[config.mk]
export PLATFORM = sky130hd
export DESIGN_NAME = local_bht_history_table
export DESIGN_NICKNAME = d
export VERILOG_FILES = /design/src/rtl/lc3b_types.sv /design/src/rtl/local_bht_clear_ctrl.sv /design/src/rtl/local_bht_history_table.sv
export SDC_FILE = /design/constraint.sdc
export NUM_CORES = 1
export LEC_CHECK = 0
export CAP_MARGIN = 10
export CORE_MARGIN = 2
export CORE_UTILIZATION = 51
export DETAILED_ROUTE_END_ITERATION = 16
export PLACE_DENSITY = 0.67
export SETUP_SLACK_MARGIN = 0.1
export SLEW_MARGIN = 20
export SYNTH_ARGS = -nofsm -noshare
export SYNTH_HDL_FRONTEND = slang
export SYNTH_SLANG_ARGS = --single-unit
[constraint.sdc]
create_clock -name clk -period 4 [get_ports clk]
set_input_delay 0.8 -clock clk [delete_from_list [all_inputs] [get_ports clk]]
set_output_delay 0.8 -clock clk [all_outputs]
set_load 0.02 [all_outputs]
[src/rtl/lc3b_types.sv]
// Shared types and default sizing for the local branch-history table.
package lc3b_types;

  localparam int unsigned BHT_WIDTH = 8;
  localparam int unsigned BHT_DEPTH = 64;

  // The controller is either sweeping zeros through the array or serving updates.
  typedef enum logic {
    BHT_CLR_CLEAR = 1'b0,
    BHT_CLR_IDLE  = 1'b1
  } lc3b_bht_clr_state_t;

endpackage

[src/rtl/local_bht_clear_ctrl.sv]
// Clear-sweep controller: after reset or flush, walks clr_ptr over every entry
// once, then raises ready.
module local_bht_clear_ctrl
  import lc3b_types::*;
#(
  parameter int unsigned DEPTH = BHT_DEPTH,
  parameter int unsigned IDX_W = $clog2(DEPTH)
) (
  input  logic             clk,
  input  logic             rst_n,
  input  logic             flush_i,
  output logic             ready_o,
  output logic [IDX_W-1:0] clr_ptr_o
);

  localparam logic [IDX_W-1:0] LAST_IDX = IDX_W'(DEPTH - 1);

  lc3b_bht_clr_state_t state_q, state_d;
  logic [IDX_W-1:0]    clr_ptr_q, clr_ptr_d;
  logic                ready_q;

  // Next-state logic: a flush in either state restarts the sweep at entry 0.
  always_comb begin
    state_d   = state_q;
    clr_ptr_d = clr_ptr_q;
    unique case (state_q)
      BHT_CLR_CLEAR: begin
        if (flush_i) begin
          clr_ptr_d = '0;
        end else if (clr_ptr_q == LAST_IDX) begin
          state_d   = BHT_CLR_IDLE;
          clr_ptr_d = '0;
        end else begin
          clr_ptr_d = clr_ptr_q + IDX_W'(1);
        end
      end
      BHT_CLR_IDLE: begin
        if (flush_i) begin
          state_d   = BHT_CLR_CLEAR;
          clr_ptr_d = '0;
        end
      end
      default: begin
        state_d   = BHT_CLR_CLEAR;
        clr_ptr_d = '0;
      end
    endcase
  end

  // State, sweep pointer and ready flop; reset lands in CLEAR with ready low.
  always_ff @(posedge clk or negedge rst_n) begin
    if (!rst_n) begin
      state_q   <= BHT_CLR_CLEAR;
      clr_ptr_q <= '0;
      ready_q   <= 1'b0;
    end else begin
      state_q   <= state_d;
      clr_ptr_q <= clr_ptr_d;
      ready_q   <= (state_d == BHT_CLR_IDLE);
    end
  end

  assign ready_o   = ready_q;
  assign clr_ptr_o = clr_ptr_q;

endmodule

[src/rtl/local_bht_history_table.sv]
// Per-branch local history table with shift/load updates, NUM_RD combinational
// read ports and a zeroing sweep after reset or flush.
// Build option: define LOCAL_BHT_BYPASS_EN to forward an accepted update to
// same-index reads in the same cycle; otherwise reads show the stored value.
module local_bht_history_table
  import lc3b_types::*;
#(
  parameter int unsigned WIDTH  = BHT_WIDTH,
  parameter int unsigned DEPTH  = BHT_DEPTH,
  parameter int unsigned NUM_RD = 2,
  parameter int unsigned IDX_W  = $clog2(DEPTH)
) (
  input  logic                    clk,
  input  logic                    rst_n,
  input  logic                    flush,
  output logic                    ready,
  input  logic [NUM_RD*IDX_W-1:0] rd_index,
  output logic [NUM_RD*WIDTH-1:0] rd_data,
  input  logic                    upd_valid,
  input  logic                    upd_mode,
  input  logic [IDX_W-1:0]        upd_index,
  input  logic                    upd_taken,
  input  logic [WIDTH-1:0]        upd_data,
  output logic [WIDTH-1:0]        upd_old
);

  logic [WIDTH-1:0] mem_q [DEPTH];
  logic [IDX_W-1:0] clr_ptr;
  logic [WIDTH-1:0] upd_cur_c;
  logic [WIDTH-1:0] upd_new_c;
  logic             upd_acc_c;

  local_bht_clear_ctrl #(
    .DEPTH (DEPTH),
    .IDX_W (IDX_W)
  ) u_clear_ctrl (
    .clk       (clk),
    .rst_n     (rst_n),
    .flush_i   (flush),
    .ready_o   (ready),
    .clr_ptr_o (clr_ptr)
  );

  assign upd_acc_c = upd_valid && ready && !flush;
  assign upd_cur_c = mem_q[upd_index];
  assign upd_new_c = upd_mode ? upd_data : {upd_cur_c[WIDTH-2:0], upd_taken};
  assign upd_old   = ready ? upd_cur_c : '0;

  // Storage: the sweep owns the write port while not ready, updates otherwise.
  always_ff @(posedge clk) begin
    if (!ready) begin
      mem_q[clr_ptr] <= '0;
    end else if (upd_acc_c) begin
      mem_q[upd_index] <= upd_new_c;
    end
  end

  for (genvar p = 0; p < int'(NUM_RD); p++) begin : g_rd
    logic [IDX_W-1:0] idx_c;
    assign idx_c = rd_index[p*IDX_W +: IDX_W];
`ifdef LOCAL_BHT_BYPASS_EN
    assign rd_data[p*WIDTH +: WIDTH] = !ready ? '0 :
                                       (upd_acc_c && (idx_c == upd_index)) ? upd_new_c :
                                       mem_q[idx_c];
`else
    assign rd_data[p*WIDTH +: WIDTH] = ready ? mem_q[idx_c] : '0;
`endif
  end

endmodule
Yosys cells after proc, flatten, opt, wreduce, memory -nomap -nowiden

Memories as Yosys holds them, arrays and structs flattened.
Index checks and enable logic that the tools add are counted.

Register bits: 7
Bits in writable memories: 512
Input port bits: 32
Output and inout port bits: 25
Logic and storage cells: 30
Memories: 1

Memory list:

| memory | depth | bits a word | rd ports | clocked after Yosys merged registers in | write ports | RTL line                      | text |
|---|---|---|---|---|---|---|---|
| mem_q  | 64    | 8           | 3        | 0                                       | 1           | local_bht_history_table.sv:27 | `logic [WIDTH-1:0] mem_q [DEPTH];` |

Add/subtract/negate cells: 1
Equal/unequal tests: 2
Multiplexer cells: 19
Bitwise operators: 1
Reductions and logical operators: 4

Operators by type and width:

| kind                                          | number |
|---|---|
| 2-to-1 mux 8 bit                              | 5 |
| 2-to-1 mux 6 bit                              | 4 |
| one-hot mux 6 bit (2 select lines)            | 1 |
| 2-to-1 mux 1 bit                              | 8 |
| OR reduction 8 bit                            | 1 |
| adder 6 x 1 -> 6 bit (second input constant)  | 1 |
| equality test 6 bit (second input constant)   | 1 |
| logical AND 1 bit                             | 2 |
| inequality test 2 bit (second input constant) | 1 |
| one-hot mux 1 bit (2 select lines)            | 1 |
| logical NOT 1 bit                             | 1 |
| inverter 1 bit                                | 1 |

Longest topological paths before layout

Depth after elaboration: 7
Gate-level depth with buffers: 11
Mapped depth without buffers: 6

Hierarchy

Synthesis repeated with hierarchy kept, for this count alone.

Cells, all modules: 1611
Area total of the unflattened synthesis: 28945.3 um^2

Modules (own cells, without submodules):

| module                  | instances | cells an instance | area each (um^2) | sequential area each (um^2) |
|---|---|---|---|---|
| local_bht_history_table | 1         | 1576              | 28592.4          | 15374.7 |
| local_bht_clear_ctrl    | 1         | 35                | 352.8            | 175.2 |

Least setup slack after synthesis

Ideal clock, no wire load.

Path kind: input to register
Start: input port upd_index[0]
End: memory mem_q[0][6] (netlist name), data pin
Data arrival time: 3.865 ns
Data required time: 3.447 ns
Path slack: -0.417 ns
Stages: 10
Path buffers: 4
Cells stage by stage: buf_6 buf_4 buf_6 buf_4 mux2i_1 a221oi_1 o21ai_0 nand3_1 o22ai_1 o22ai_1

Cells in the longest elaborated chain, start to end: 3

Ends and longest elaborated chain:

| what                              | RTL line                      | text |
|---|---|---|
| from (decl)                       | local_bht_history_table.sv:21 | `input logic [IDX_W-1:0] upd_index,` |
| memory (64 x 8 bit)               | n/a                           |  |
| 2-to-1 mux 8 bit                  | local_bht_history_table.sv:46 | `assign upd_new_c = upd_mode ? upd_data : {upd_cur_c[WIDTH-2:0], upd_taken};` |
| 2-to-1 mux 8 bit (no source line) | n/a                           |  |
| to (decl)                         | local_bht_history_table.sv:27 |  |

Every way passes these cells.

Worst setup path in the final report

Start: input port rd_index[6]
End: output port rd_data[13]

Cells in the longest elaborated chain, start to end: 2

Ends and longest elaborated chain:

| what                | RTL line                      | text |
|---|---|---|
| from (decl)         | local_bht_history_table.sv:17 | `input logic [NUM_RD*IDX_W-1:0] rd_index,` |
| memory (64 x 8 bit) | n/a                           |  |
| 2-to-1 mux 8 bit    | local_bht_history_table.sv:66 | `assign rd_data[p*WIDTH +: WIDTH] = ready ? mem_q[idx_c] : '0;` |
| to (decl)           | local_bht_history_table.sv:18 | `output logic [NUM_RD*WIDTH-1:0] rd_data,` |

Every way passes these cells.

==> results.yml <==
outcome:
  outcome: "finished clean"
power:
  powerDensity_nw_per_um2: 352
  p_switching_mw: 2.86
  power.internal_mw: 9.61
  ir_drop_v: 0.000333
  clockPowerShare_pct: 42.4
  p_comb_share_pct: 10.0
  swShare_pct: 22.9
  seq_power_share_pct: 47.6
  power.leakage_nw: 13.2
floorplanning:
  io_pins: 57
  coreArea_um2: 56300
  fp.dieW_um: 242
  fp-row-count: 87
  die_area_um2: 58700
  dieHeight_um: 242
  start_util_pct: 51.5
cells_and_area:
  drive_above_1_share_pct: 44.3
  ff_latch_area_um2: 15500
  fill_cells: 4008
  final_cell_area_um2: 35500
  syn_to_final_growth_pct: 22.5
  multi_input_comb_area_um2: 13000
  final_util_pct: 63.0
  nNetsFinal: 2008
placement:
  gp_congestion: 0.999
  dpl_cell_area_um2: 33000
  dp_hpwl_um: 69100
  portBuffers: 56
timing:
  tns_ps: 0
  slew_headroom_pct: 41.6
  finClkSkew_ps: 18.4
  hold_violations: 0
  fin_hold_ws_ps: 503
  rsz0062_at_grt: "true"
  finalSetupViolations: 0
  worst_pin_slew_ps: 876
  max_freq_mhz: 256
  fin_crit_sh_pct: 97.8
  slew_viol_final: 0
  period_needed_ps: 3910
global_routing:
  grt_start_max_net_pins: 65
  grt_pass1_vias: 19516
  antenna_found_initial: 5
  grt_pass1_wl_um: 139000
  overflow: 0
  grt_use_total_pct: 33.3
cts:
  clk_pin_slew_ps: 60
  cts.sink_count: 519
  root_buffer: "clkbuf_16"
  clock_latency_ps: 630
  cts_tree: "built"
  cts_hold_buf: 0
  htree_levels: 2
  cts_made_buffers: 56
  cts_buffer_depth: 3
drt:
  drt_iter0_markers: 3079
  dr.pass1.iters: 7
  drt_wl_total_um: 97400
  ant_nets: 0
  wl_per_cell_um: 35.0
  drt-vias-per-instance: 7.07
  drc: 0
  dr_total_vias: 19659
setup_path:
  r2r_setup_slack_ps: 1250
  cp_cell_sequence: "clkbuf_8 -> buf_16 -> mux4_2 -> mux4_2 -> o211ai_1 -> o21ai_1 -> clkdlybuf4s15_1"
  crit_required_ps: 3200
  cp_max_fo: 19
  start_kind: "input port"
  path_buf_inv: 3
  cp_common_cell: "mux4_2"
  critPathMaxStageDelay_ps: 580
  endpoint_kind: "output pin"
  arrival_ps: 3110
  cp_top_family: "multiplexers"
  crit_type: "in -> out"
  critPathSlowestCell: "mux4_2"
synthesis:
  yosys_most_used_dff: "edfxtp_1"
  synth.distinct_cells: 50
  synth_warnings: 0
  syn-num-nets: 1676
  synth-async-reset-ratio_pct: 1.35
  syn_area_um2: 29000
  yosysSeqAreaShare_pct: 53.7
  synth_edf_count: 512
  syn_area_per_cell_um2: 17.6
  synth_seq_cells: 519
  synthCells: 1643
job:
  maxCapViolCount: 0
worst_hold_path:
  hold_class: "in -> async"
stage by stage:
stage          instances  power (mW)  setup slack (ps)
2_1_floorplan       1643        6.68              -360
3_3_place_gp        2658        7.19              -706
3_5_place_dp        2658        7.20              -717
4_1_cts             2764        12.5              94.8
5_1_grt             2778        12.7              67.9
6_report            2780        12.5              87.7
worst paths after layout:
kind / start / endpoint / cells after the start
min in group clk: u_clear_ctrl.clr_ptr_o[1] / u_clear_ctrl.clr_ptr_o[1] / 2
worst min register to register: u_clear_ctrl.clr_ptr_o[1] / u_clear_ctrl.clr_ptr_o[1] / 2
worst max-delay path: rd_index[6] / rd_data[13] / 7
max in group asynchronous: rst_n / u_clear_ctrl.clr_ptr_o[5] / 1
worst min-delay path: rst_n / u_clear_ctrl.clr_ptr_o[4] / 1
worst max register to register: mem_q[11][6] / mem_q[32][7] / 8
per-layer routing:
layer	vias up	track usage, %	share of wire, %
li1	7761	-	-
met4	2	15.0	5.1
met5	-	0	0.012
met2	1424	51.0	46
met3	257	8.08	13
met1	10215	45.6	36
registers in the layout (all words and copies together) (netlist names):
name                    flops
u_clear_ctrl.state_q        1
u_clear_ctrl.clr_ptr_o      6
mem_q                     512
repair_timing:
item / 4_1_cts / 5_1_grt
buffers inserted: 0 / 11
gates cloned: 2 / 2
endpoints found under the hold margin: 0 / 0
endpoints found under the setup margin: 24 / 20
pin swaps: 3 / 3
resized for setup: 99 / 44
power groups by stage:
stage	clock [mW]	combinational, mW	sequential (mW)
after floorplan	0	0.636	6.04
after global placement	0	1.14	6.05
after detailed placement	0	1.15	6.05
after CTS	5.32	1.19	5.94
after global routing	5.53	1.28	5.94
final	5.28	1.24	5.94
logic make-up (layout without fill, tap and decap cells):
family,after synthesis,after routing,synth area share [%]
other,0,3,0
xor gates and xnor gates,2,2,0.0605
muxes,554,554,35.4
DFF,519,519,53.7
AOI/OAI and AO/OA,176,176,4.20
buffers and inverters,146,524,2.85
adders and majority gates,1,1,0.0432
and+or+nand+nor,245,245,3.75
worst reg2reg max path: stages (launching register included):
cell      delay [ps]
edfxtp_1         410
mux4_2           480
nand2_1          110
a21oi_2          100
a311o_1          440
o22ai_2          240
buf_4            160
o22ai_4          230
buf_12           310
layout make-up:
cell class / instances / share of cell area [%]
Clock inverter: 36 / 1.08
Multi-Input combinational cell: 978 / 36.8
Tap cell: 756 / 2.67
Antenna cell: 3 / 0.0212
Sequential cell: 519 / 43.8
Timing Repair Buffer: 413 / 11.4
Inverter: 7 / 0.0741
Clock buffer: 68 / 4.14
cells in the mapped netlist (4+ instances only):
cell / number / area share [%]
nand3_1: 30 / 0.52
a311o_1: 7 / 0.24
a311oi_1: 5 / 0.15
o21ai_0: 22 / 0.38
nor2b_1: 16 / 0.35
o21ai_1: 5 / 0.086
o22ai_1: 31 / 0.67
edfxtp_1: 512 / 53
mux2i_1: 175 / 6.0
nand4_1: 8 / 0.17
o211ai_1: 4 / 0.10
dfrtp_1: 7 / 0.60
a22oi_1: 51 / 1.3
buf_6: 13 / 0.51
mux2_2: 4 / 0.16
nand2_1: 70 / 0.91
a21oi_1: 17 / 0.29
buf_2: 29 / 0.50
nor2_1: 96 / 1.2
a211oi_1: 11 / 0.29
inv_1: 5 / 0.065
clkbuf_1: 43 / 0.56
a221oi_1: 7 / 0.21
buf_1: 21 / 0.27
mux4_2: 373 / 29
buf_4: 31 / 0.80
nand2b_1: 12 / 0.26
cells in the final DEF, fill, tap and decap left out, types with 9 or more instances in the layout:
master / instances
edfxtp_1: 512
mux4_2: 373
buf_4: 295
mux2i_1: 150
nor2_1: 95
nand2_1: 70
clkbuf_16: 60
a22oi_1: 50
buf_12: 48
nand3_1: 30
clkdlybuf4s50_1: 22
o21ai_0: 17
nor2b_1: 15
mux2i_2: 15
clkinv_1: 14
a21oi_1: 13
dlygate4sd2_1: 13
nand2b_1: 12
o22ai_1: 11
o22ai_4: 11
clkbuf_1: 11
a211oi_1: 10
mux2i_4: 10
o21ai_1: 9
o22ai_2: 9
clkinv_2: 9
buf_6: 9
Power figures use the tool's default switching activity.
